[src/rtl/pintar_display_mux.sv]
// pintar_display_mux: output stage of the two-digit 7-segment display path.
// Chooses the units or tens segment pattern, registers it onto the shared
// segment bus and drives the matching active-low digit anodes. The digit is
// either chosen manually (En_decena) or by a free-running refresh scanner.
//
// Ports:
//   clk        system clock, rising-edge
//   rst        synchronous active-high reset
//   auto_scan  1 = scanner selects digit, 0 = En_decena selects digit
//   En_decena  manual select (1 = tens, 0 = units), used when auto_scan = 0
//   cSegU      units-digit pattern, active-low, bit6 = g .. bit0 = a
//   cSegD      tens-digit pattern, same encoding
//   cSeg       registered segment bus
//   an         registered active-low anodes, an[0] = units, an[1] = tens
//   digit_sel  registered digit shown, 1 = tens, 0 = units
module pintar_display_mux #(
  parameter int unsigned SCAN_DIV  = 100000,
  parameter logic [6:0]  SEG_BLANK = 7'b1111111
) (
  input  logic       clk,
  input  logic       rst,
  input  logic       auto_scan,
  input  logic       En_decena,
  input  logic [6:0] cSegU,
  input  logic [6:0] cSegD,
  output logic [6:0] cSeg,
  output logic [1:0] an,
  output logic       digit_sel
);

  localparam int unsigned CntW = (SCAN_DIV > 1) ? $clog2(SCAN_DIV) : 1;
  localparam logic [CntW-1:0] CntLast = CntW'(SCAN_DIV - 1);

  logic [CntW-1:0] scanCnt, scanCntNext;
  logic            scanBit, scanBitNext;
  logic            selEff;
  logic [6:0]      segNext;
  logic [1:0]      anNext;
  logic            digitSelNext;

  // Next-state: free-running scanner plus output selection.
  always_comb begin
    scanCntNext  = scanCnt + CntW'(1);
    scanBitNext  = scanBit;
    selEff       = En_decena;
    segNext      = cSegU;
    anNext       = 2'b10;
    digitSelNext = 1'b0;

    // Scan bit flips on the wrap edge, so each digit owns SCAN_DIV cycles.
    if (scanCnt == CntLast) begin
      scanCntNext = '0;
      scanBitNext = ~scanBit;
    end

    if (auto_scan) begin
      selEff = scanBit;
    end

    if (selEff) begin
      segNext      = cSegD;
      anNext       = 2'b01;
      digitSelNext = 1'b1;
    end
  end

  // State and output registers; all outputs update together.
  always_ff @(posedge clk) begin
    if (rst) begin
      scanCnt   <= '0;
      scanBit   <= 1'b0;
      cSeg      <= SEG_BLANK;
      an        <= 2'b11;
      digit_sel <= 1'b0;
    end else begin
      scanCnt   <= scanCntNext;
      scanBit   <= scanBitNext;
      cSeg      <= segNext;
      an        <= anNext;
      digit_sel <= digitSelNext;
    end
  end

endmodule

[config.mk]
export PLATFORM = sky130hd
export DESIGN_NAME = pintar_display_mux
export DESIGN_NICKNAME = d
export VERILOG_FILES = /design/src/rtl/pintar_display_mux.sv
export SDC_FILE = /design/constraint.sdc
export NUM_CORES = 1
export LEC_CHECK = 0
export CORE_MARGIN = 2
export CORE_UTILIZATION = 42
export DETAILED_ROUTE_END_ITERATION = 7
export GPL_ROUTABILITY_DRIVEN = 0
export GPL_TIMING_DRIVEN = 0
export PLACE_DENSITY = 0.72
export RECOVER_POWER = 100
export SETUP_SLACK_MARGIN = 0.5
export SLEW_MARGIN = 20
export SYNTH_ARGS = -nofsm -noshare
export SYNTH_HDL_FRONTEND = slang
export SYNTH_SLANG_ARGS = --single-unit
[constraint.sdc]
create_clock -name clk -period 1.7 [get_ports clk]
set_input_delay 0.51 -clock clk [delete_from_list [all_inputs] [get_ports clk]]
set_output_delay 0.51 -clock clk [all_outputs]
set_load 0.02 [all_outputs]
==> reports/metrics.yaml, run 1 <==
status: "finished, violations left"
failed_checks: "setup timing"
start_util_pct: 44.4
tritoncts: "done"
synth_fp_nets: 131
drcViolationCount: 0
hpwl_um: 1610
synth_cells: 112
rows: 18
drt_first_pass_iters: 4
worst_pin_slew_ns: 0.328
overflow: 0
viasPerCell: 5.20
numCtsBuffers: 3
synth-edff-count: 0
drt-total-wl_um: 2810
final.setup_skew_ns: 0.00771
clkLatencyLatePin_ns: 0.35
synth_area_leader_cell: "dfxtp_1"
synth.avg_cell_area_um2: 9.83
cts.clk_slew.worst_paths_ns: 0.15
max_freq_ghz: 0.570
slew_headroom_pct: 78.1
cts-root-buf: "clkbuf_4"
placed_area_mm2: 0.00142
leakage_uw: 0.000662
grt_use_total_pct: 17.1
portBuffers: 27
maxCapViolations: 0
grt_setup_unrepaired: "yes"
synthDistinctLibCells: 26
grt_pass1_vias: 903
final.setup.tns_ns: -0.553
area_growth_pct: 56.8
vias: 982
hold_path.class: "in -> reg"
holdBufCountCts: 0
core_mm2: 0.00248
die_area_mm2: 0.00305
die_h_um: 55.2
async_flop_share_pct: 0
critical_path_arrival_ns: 2.00
ir_worst_vdd_v: 0.000888
r2r-start: "scanCnt[13]$_SDFF_PP0_"
critPathCaptureType: "flop"
num_antenna_cells: 0
antenna_left: 0
required_ns: 1.95
start_kind: "flop"
layout.nets: 179
path_cells: "or4b_4, nor4_4, or2_1, buf_6, buf_4, nor2_1"
ys_warn_count: 0
synth_area_mm2: 0.00110
period_share_pct: 103
fp.dieW_um: 55.2
finalSetupViolCount: 15
cp_slowest_cell: "or4b_4"
ys.flop_type: "dfxtp_1"
synth.top_cell.area_share_pct: 50.9
slowest_delay_ns: 0.53
finalCriticalPeriod_ns: 1.76
fin_area_mm2: 0.00173
holdCritStartpoint: "rst"
io_pins: 28
critical_path_class: "reg -> reg"
slew_viol_final: 0
grt_max_degree: 17
setup_slack_ns: -0.0557
h-tree-depth: 1
cts.sinks: 28
hold_viol_final: 0
cts_buffer_depth: 2
p_per_area_mw_per_mm2: 750
synth_seq_cells: 28
wl_per_cell_um: 14.9
fill_cells: 187
cp_max_fo: 7
antenna_found_initial: 0
drive_gt1_share_pct: 37.1
ys_top_cells_by_area: "dfxtp_1 51%, xnor2_1 8.8%, nor2_1 6.1%"
drt_iter0_drc: 37
synth.yosys.seq_area_share_pct: 50.9
layout_commonest_cell: "dfxtp_1"
grt_first_pass_wirelength_um: 4170
cp-startpoint: "scanCnt[13]$_SDFF_PP0_"
layout_common_cells: "17 x dfxtp_1, 16 x nor2_1, 14 x clkdlybuf4s50_1"
layout make-up:
class | count | area (um^2) | share of cell area, %
inverter | 5 | 18.8 | 1.09
multi-input combinational | 75 | 587 | 34.0
clock inverter | 1 | 30.0 | 1.74
buffer | 4 | 48.8 | 2.83
clock buffer | 3 | 22.5 | 1.30
tap | 30 | 37.5 | 2.17
timing repair buffer | 43 | 400 | 23.2
sequential | 28 | 582 | 33.7
routing by layer:
metal  wire, um  vias up  track usage [%]
li1           -      486                -
met1       1170      458             20.9
met2       1420       33             28.6
met3        190        5             6.09
met4         36        0             4.18
met5          0        -                0
per-stage QoR:
| stage | total power, uW | setup slack (ns) | hold slack [ns] | utilization (%) | cells |
|---|---|---|---|---|---|
| 2_1_floorplan | 764 | 0.0163 | 0.430 | - | 112 |
| 3_3_place_gp | 840 | -0.125 | 0.444 | 57.5 | 169 |
| 3_5_place_dp | 843 | -0.184 | 0.456 | 57.5 | 169 |
| 4_1_cts | 1290 | -0.0108 | 0.442 | 66.7 | 183 |
| 5_1_grt | 1350 | -0.0987 | 0.500 | 69.7 | 189 |
| 6_report | 1300 | -0.0557 | 0.505 | 69.7 | 189 |
report_power, final:
group	switching, uW	internal, uW
Sequential	14.0	676
Combinational	62.1	99.4
Clock	204	239
Total	280	1010
what timing repair did:
item / in CTS / in global routing
gates resized for setup: 95 / 19
endpoints found under the hold margin: 0 / 0
pin swaps: 7 / 10
endpoints found under the setup margin: 38 / 35
setup buffers: 9 / 6
cloned: 1 / 0
cells by family after synthesis:
kind of cell | Yosys count | synth area share (%)
flip-flops | 28 | 50.9
XOR/XNOR | 15 | 11.9
buffers and inverters | 9 | 5.23
multiplexers | 1 | 0.909
AO/OA/AOI/OAI | 9 | 6.48
AND/OR/NAND/NOR | 49 | 23.4
adder cells (fa/ha/maj) | 1 | 1.14
worst max-delay path, delay by kind of cell (launching register included):
family / cells / cell delay, ns
AND/OR/NAND/NOR: 4 / 1.03
flip-flops: 1 / 0.37
buffers and inverters: 2 / 0.26
cells in the mapped netlist, types with 2 or more instances:
master    number
clkbuf_1       2
dfxtp_1       28
inv_1          5
nand2_1        4
nand3_1        4
nand4_1        6
nor2_1        18
nor3_1         3
nor4_1         5
o22a_1         7
or4_1          2
xnor2_1       11
xor2_1         4
sequential cells by signal (all words and copies together), names as in the netlist:
register and cells:
digit_sel 1, an 2, cSeg 7, scanCnt 17, scanBit 1
path summary, 6_finish.rpt:
| kind | slack [ns] | to | cells past startpoint |
|---|---|---|---|
| min | 0.50 | scanBit$_SDFFE_PP0N_ | 2 |
| max | -0.06 | scanCnt[13]$_SDFF_PP0_ | 6 |
| min reg2reg | 0.53 | scanCnt[15]$_SDFF_PP0_ | 2 |
| max reg2reg | -0.06 | scanCnt[13]$_SDFF_PP0_ | 6 |
Power figures use the tool's default switching activity.
==> run 2, diff against run 1 <==
--- a/config.mk
+++ b/config.mk
@@ -6,13 +6,12 @@
 export NUM_CORES = 1
 export LEC_CHECK = 0
 export CORE_MARGIN = 2
-export CORE_UTILIZATION = 42
+export CORE_UTILIZATION = 47
 export DETAILED_ROUTE_END_ITERATION = 7
 export GPL_ROUTABILITY_DRIVEN = 0
 export GPL_TIMING_DRIVEN = 0
-export PLACE_DENSITY = 0.72
+export PLACE_DENSITY = 0.76
 export RECOVER_POWER = 100
-export SETUP_SLACK_MARGIN = 0.5
 export SLEW_MARGIN = 20
 export SYNTH_ARGS = -nofsm -noshare
 export SYNTH_HDL_FRONTEND = slang
==> constraint.sdc (replaced) <==
create_clock -name clk -period 1.8 [get_ports clk]
set_input_delay 0.54 -clock clk [delete_from_list [all_inputs] [get_ports clk]]
set_output_delay 0.54 -clock clk [all_outputs]
set_load 0.02 [all_outputs]
==> reports/metrics.yaml, run 2 (synthesis gave the netlist of run 1 again) <==
status: "finished clean"
cts.sinks: 28  # unchanged
finalSetupViolCount: 0  # -15
clkPwrFrac_pct: 35.3  # +1.1 points
drcViolationCount: 0  # unchanged
p_per_area_mw_per_mm2: 791  # +5.4%
slew_viol_final: 0  # unchanged
rows: 17  # -1
hold_path.class: "reg -> reg"
slew_headroom_pct: 75.7  # -2.4 points
cp_max_fo: 10  # +3
top_regs: "scanCnt: 17 flops, cSeg: 7 flops, an: 2 flops"
area_growth_pct: 36.7
grt_use_total_pct: 18.8  # +1.7 points
io_pins: 28  # unchanged
overflow: 0  # unchanged
viasPerCell: 5.14  # -1.1%
final.setup.tns_ns: 0  # +0.553 ns
start_util_pct: 49.8  # +5.3 points
drt_first_pass_iters: 4  # unchanged
numCtsBuffers: 3  # unchanged
core_mm2: 0.00221  # -11%
critPathCaptureType: "flop"
start_kind: "flop"
grt_max_degree: 17  # unchanged
vias: 899  # -8.5%
num_antenna_cells: 0  # unchanged
combPwrFrac_pct: 10.1  # -2.4 points
ir_worst_vdd_v: 0.000796  # -10%
layout_commonest_cell: "dfxtp_1"
cts.clk_slew.worst_paths_ns: 0.16  # about the same
critical_path_arrival_ns: 1.99  # about the same
finalCriticalPeriod_ns: 1.75  # -0.00431 ns
maxCapViolations: 0  # unchanged
antenna_found_initial: 0  # unchanged
numPlacedInstances: 167  # -1.2%
swShare_pct: 21.5  # -0.18 points
max_freq_ghz: 0.571  # +0.25%
tritoncts: "done"
layout_common_cells: "24 x dfxtp_1, 18 x nor2_1, 16 x clkdlybuf4s50_1"
seqPwrFrac_pct: 54.6  # +1.3 points
h-tree-depth: 1  # unchanged
grt_pass1_vias: 872  # -3.4%
final_util_pct: 68.0  # -1.7 points
required_ns: 2.04  # +0.09 ns
cts-root-buf: "clkbuf_4"
clkLatencyLatePin_ns: 0.34  # about the same
leakage_uw: 0.000522  # -21%
portBuffers: 27  # unchanged
wl_per_cell_um: 13.9  # -6.2%
critical_path_class: "reg -> reg"
layout.nets: 167  # -6.7%
hpwl_um: 1750  # +8.3%
intPower_uw: 935  # -7.9%
p_switching_uw: 256  # -8.8%
fin_cells: 175  # -7.4%
drt_iter0_drc: 19  # -49%
worst_pin_slew_ns: 0.365  # +0.0366 ns
drt-total-wl_um: 2440  # -13%
final.setup_skew_ns: 0.0119  # +0.00418 ns
fp.dieW_um: 52.4  # -5.1%
die_area_mm2: 0.00275  # -9.9%
drive_gt1_share_pct: 13.6  # -24 points
die_h_um: 52.4  # -5.1%
hold_viol_final: 0  # unchanged
regMostFlops: "scanCnt"
antenna_left: 0  # unchanged
period_share_pct: 97.3  # -6.0 points
largest_reg_flops: 17  # unchanged
cts_buffer_depth: 2  # unchanged
grt_first_pass_wirelength_um: 3770  # -9.6%
[run 2: changes by cell type in the layout (fill, tap and decap cells not counted), sizes merged]
cell	before	now
clkdlybuf4s50	14	16
buf	27	6
clkbuf	7	5
dlygate4sd2	1	10
clkdlybuf4s15	1	0
dlygate4sd3	0	1
[run 2: path summary, 6_finish.rpt]
check                         from  cells past startpoint  slack [ns]                     to
max          scanCnt[1]$_SDFF_PP0_                      8        0.05  scanCnt[7]$_SDFF_PP0_
min          scanCnt[0]$_SDFF_PP0_                      1        0.46  scanCnt[0]$_SDFF_PP0_
max reg2reg  scanCnt[1]$_SDFF_PP0_                      8        0.05  scanCnt[7]$_SDFF_PP0_
min reg2reg  scanCnt[0]$_SDFF_PP0_                      1        0.46  scanCnt[0]$_SDFF_PP0_
[run 2: critical path, cell delays in order (launching register included)]
cell,delay [ns]
dfxtp_1,0.40
ha_2,0.23
nand4_1,0.08
buf_4,0.17
nor4_4,0.29
or2_1,0.15
buf_6,0.14
buf_12,0.13
nor2_1,0.05
[run 2: final cells by class]
class                           instances  area [um^2]
Multi-Input combinational cell         75          507
Clock inverter                          1         30.0
Clock buffer                            3         22.5
Timing Repair Buffer                   31          288
Sequential cell                        28          566
Buffer                                  4         38.8
Tap cell                               28         35.0
Fill cell                             197          707
Inverter                                5         18.8
[run 2: power groups by stage]
stage	Sequential [uW]	Combinational (uW)	Clock [uW]
6_report	651	120	420
3_5_place_dp	664	129	0
3_3_place_gp	663	128	0
5_1_grt	653	130	452
2_1_floorplan	681	37.8	0
4_1_cts	649	120	424
[run 2: routing by layer]
layer	global-route usage (%)	part of all wire (%)	wire length [um]	up-vias
li1	-	-	-	461
met1	23.6	43	1050	414
met2	31.7	51	1250	22
met3	3.43	4.7	114	2
met4	7.26	1.1	27	0
met5	0	0	0	-
[run 2: through the flow]
step | hold WS (ns) | setup WS, ns | total power (uW) | cell area (um^2)
floorplan | 0.430 | 0.109 | 719 | 1100
global placement | 0.446 | -0.121 | 791 | 1410
detailed placement | 0.463 | -0.125 | 793 | 1410
CTS | 0.493 | 0.0150 | 1190 | 1460
global route | 0.485 | -0.0144 | 1240 | 1510
finish | 0.455 | 0.0486 | 1190 | 1510
[run 2: repair_timing]
item	CTS	global route
pin swaps	1	3
resized for setup	13	6
buffers inserted	0	4
setup endpoints to repair	20	14
hold buffers	0	0
endpoints found under the hold margin	0	0
==> run 3, diff against run 2 <==
--- a/config.mk
+++ b/config.mk
@@ -5,6 +5,7 @@
 export SDC_FILE = /design/constraint.sdc
 export NUM_CORES = 1
 export LEC_CHECK = 0
+export CORE_ASPECT_RATIO = 0.6
 export CORE_MARGIN = 2
 export CORE_UTILIZATION = 47
 export DETAILED_ROUTE_END_ITERATION = 7
==> reports/metrics.yaml, run 3 (synthesis gave the netlist of run 1 again) <==
p_per_area_mw_per_mm2: 730  # -7.7%
cts.sinks: 28  # unchanged
grt_use_total_pct: 17.6  # -1.2 points
fin_cells: 178  # +1.7%
largest_reg_flops: 17  # unchanged
critical_path_arrival_ns: 1.94  # -0.05 ns
antenna_found_initial: 0  # unchanged
numCtsBuffers: 3  # unchanged
core_mm2: 0.00220  # -0.74%
h-tree-depth: 1  # unchanged
overflow: 0  # unchanged
maxCapViolations: 0  # unchanged
critPathCaptureType: "flop"
status: "finished clean"
die_area_mm2: 0.00276  # +0.46%
regArea_um2: 563  # -0.44%
grt_setup_unrepaired: "yes"
die_h_um: 41.5  # -21%
finalCriticalPeriod_ns: 1.76  # +0.0110 ns
drt-total-wl_um: 2380  # -2.6%
multiInputGateArea_um2: 504  # -0.49%
critical_path_class: "reg -> reg"
cts_buffer_depth: 2  # unchanged
ir_worst_vdd_v: 0.000479  # -40%
hpwl_um: 1810  # +3.4%
regMostFlops: "scanCnt"
layout_common_cells: "27 x clkdlybuf4s50_1, 26 x dfxtp_1, 18 x nor2_1"
fill_cells: 162  # -18%
drcViolationCount: 0  # unchanged
drt_first_pass_iters: 4  # unchanged
portBuffers: 27  # unchanged
setup_slack_ns: 0.0376  # -0.0110 ns
finalSetupViolCount: 0  # unchanged
grt_first_pass_wirelength_um: 3670  # -2.8%
cts-root-buf: "clkbuf_8"
final_util_pct: 69.2  # +1.1 points
wl_per_cell_um: 13.4  # -4.2%
tritoncts: "done"
hold_viol_final: 0  # unchanged
io_pins: 28  # unchanged
clkLatencyLatePin_ns: 0.27  # -0.07 ns
antenna_left: 0  # unchanged
viasPerCell: 5.22  # +1.7%
top_regs: "scanCnt: 17 flops, cSeg: 7 flops, an: 2 flops"
final.setup_skew_ns: 0.00322  # -0.00867 ns
vias: 930  # +3.4%
drt_iter0_drc: 32  # +13
drive_gt1_share_pct: 12.8  # -0.77 points
hold_slack_ns: 0.476  # +0.0215 ns
fp.dieW_um: 66.5  # +27%
cp_max_fo: 10  # unchanged
slew_headroom_pct: 76.3  # +0.62 points
max_freq_ghz: 0.567  # -0.62%
slew_viol_final: 0  # unchanged
required_ns: 1.97  # -0.07 ns
start_kind: "flop"
area_growth_pct: 38.0
rows: 13  # -4
grt_pass1_vias: 792  # -9.2%
final.setup.tns_ns: 0  # unchanged
layout_commonest_cell: "clkdlybuf4s50_1"
num_antenna_cells: 0  # unchanged
worst_pin_slew_ns: 0.356  # -0.00923 ns
leakage_uw: 0.000526  # +0.74%
pre_cts_ws_ns: -0.183  # -0.0578 ns
cts.clk_slew.worst_paths_ns: 0.08  # -0.08 ns
start_util_pct: 50.1  # +0.37 points
period_share_pct: 97.9  # +0.61 points
hold_path.class: "reg -> reg"
layout.nets: 169  # +1.2%
numPlacedInstances: 169  # +1.2%
grt_max_degree: 15  # -2
run 3: cell type report:
type                       instances  area share (%)
sequential                        28            37.1
multi-input combinational         75            33.2
tap                               30            2.47
inverter                           5            1.24
buffer                             4            2.55
clock buffer                       3            2.72
timing repair buffer              33            20.8
run 3: path summary, 6_finish.rpt:
check	startpoint	endpoint	depth (start not counted)	slack (ns)
worst min register to register	scanCnt[0]$_SDFF_PP0_	scanCnt[0]$_SDFF_PP0_	1	0.48
worst max register to register	scanCnt[11]$_SDFF_PP0_	scanCnt[4]$_SDFF_PP0_	6	0.04
worst max-delay path	scanCnt[11]$_SDFF_PP0_	scanCnt[4]$_SDFF_PP0_	6	0.04
worst min-delay path	scanCnt[0]$_SDFF_PP0_	scanCnt[0]$_SDFF_PP0_	1	0.48
run 3: worst max-delay path, stage by stage (launching register included):
cell and delay (ns):
dfxtp_2 0.36, or4_4 0.55, nor4_4 0.30, or2_1 0.15, buf_6 0.13, buf_12 0.12
nor2_1 0.04
run 3: per-stage QoR:
step,power (uW),instance area [um^2]
2_1_floorplan,719,1100
3_3_place_gp,791,1410
3_5_place_dp,794,1410
4_1_cts,1120,1460
5_1_grt,1150,1520
6_report,1110,1520
run 3: report_power, final:
group | leakage (uW) | internal [uW] | switching, uW | total [uW]
sequential | 0.000230 | 639 | 9.91 | 649
clock | 0.0000216 | 150 | 180 | 330
combinational | 0.000275 | 79.1 | 51.0 | 130
total | 0.000526 | 869 | 240 | 1110
run 3: repair_timing:
action,in CTS,in global routing
resized for setup,0,7
hold endpoints to repair,0,0
buffers inserted,1,5
pin swaps,2,3
setup endpoints to repair,10,18
hold buffers,0,0
run 3: metal layers:
metal	vias to the layer above	track usage (%)	wire, um	share of wire, %
met1	443	23.1	1080	45
met2	24	27.8	1140	48
met5	-	0	0	0
li1	459	-	-	-
met3	4	5.96	128	5.4
met4	0	4.90	27	1.1
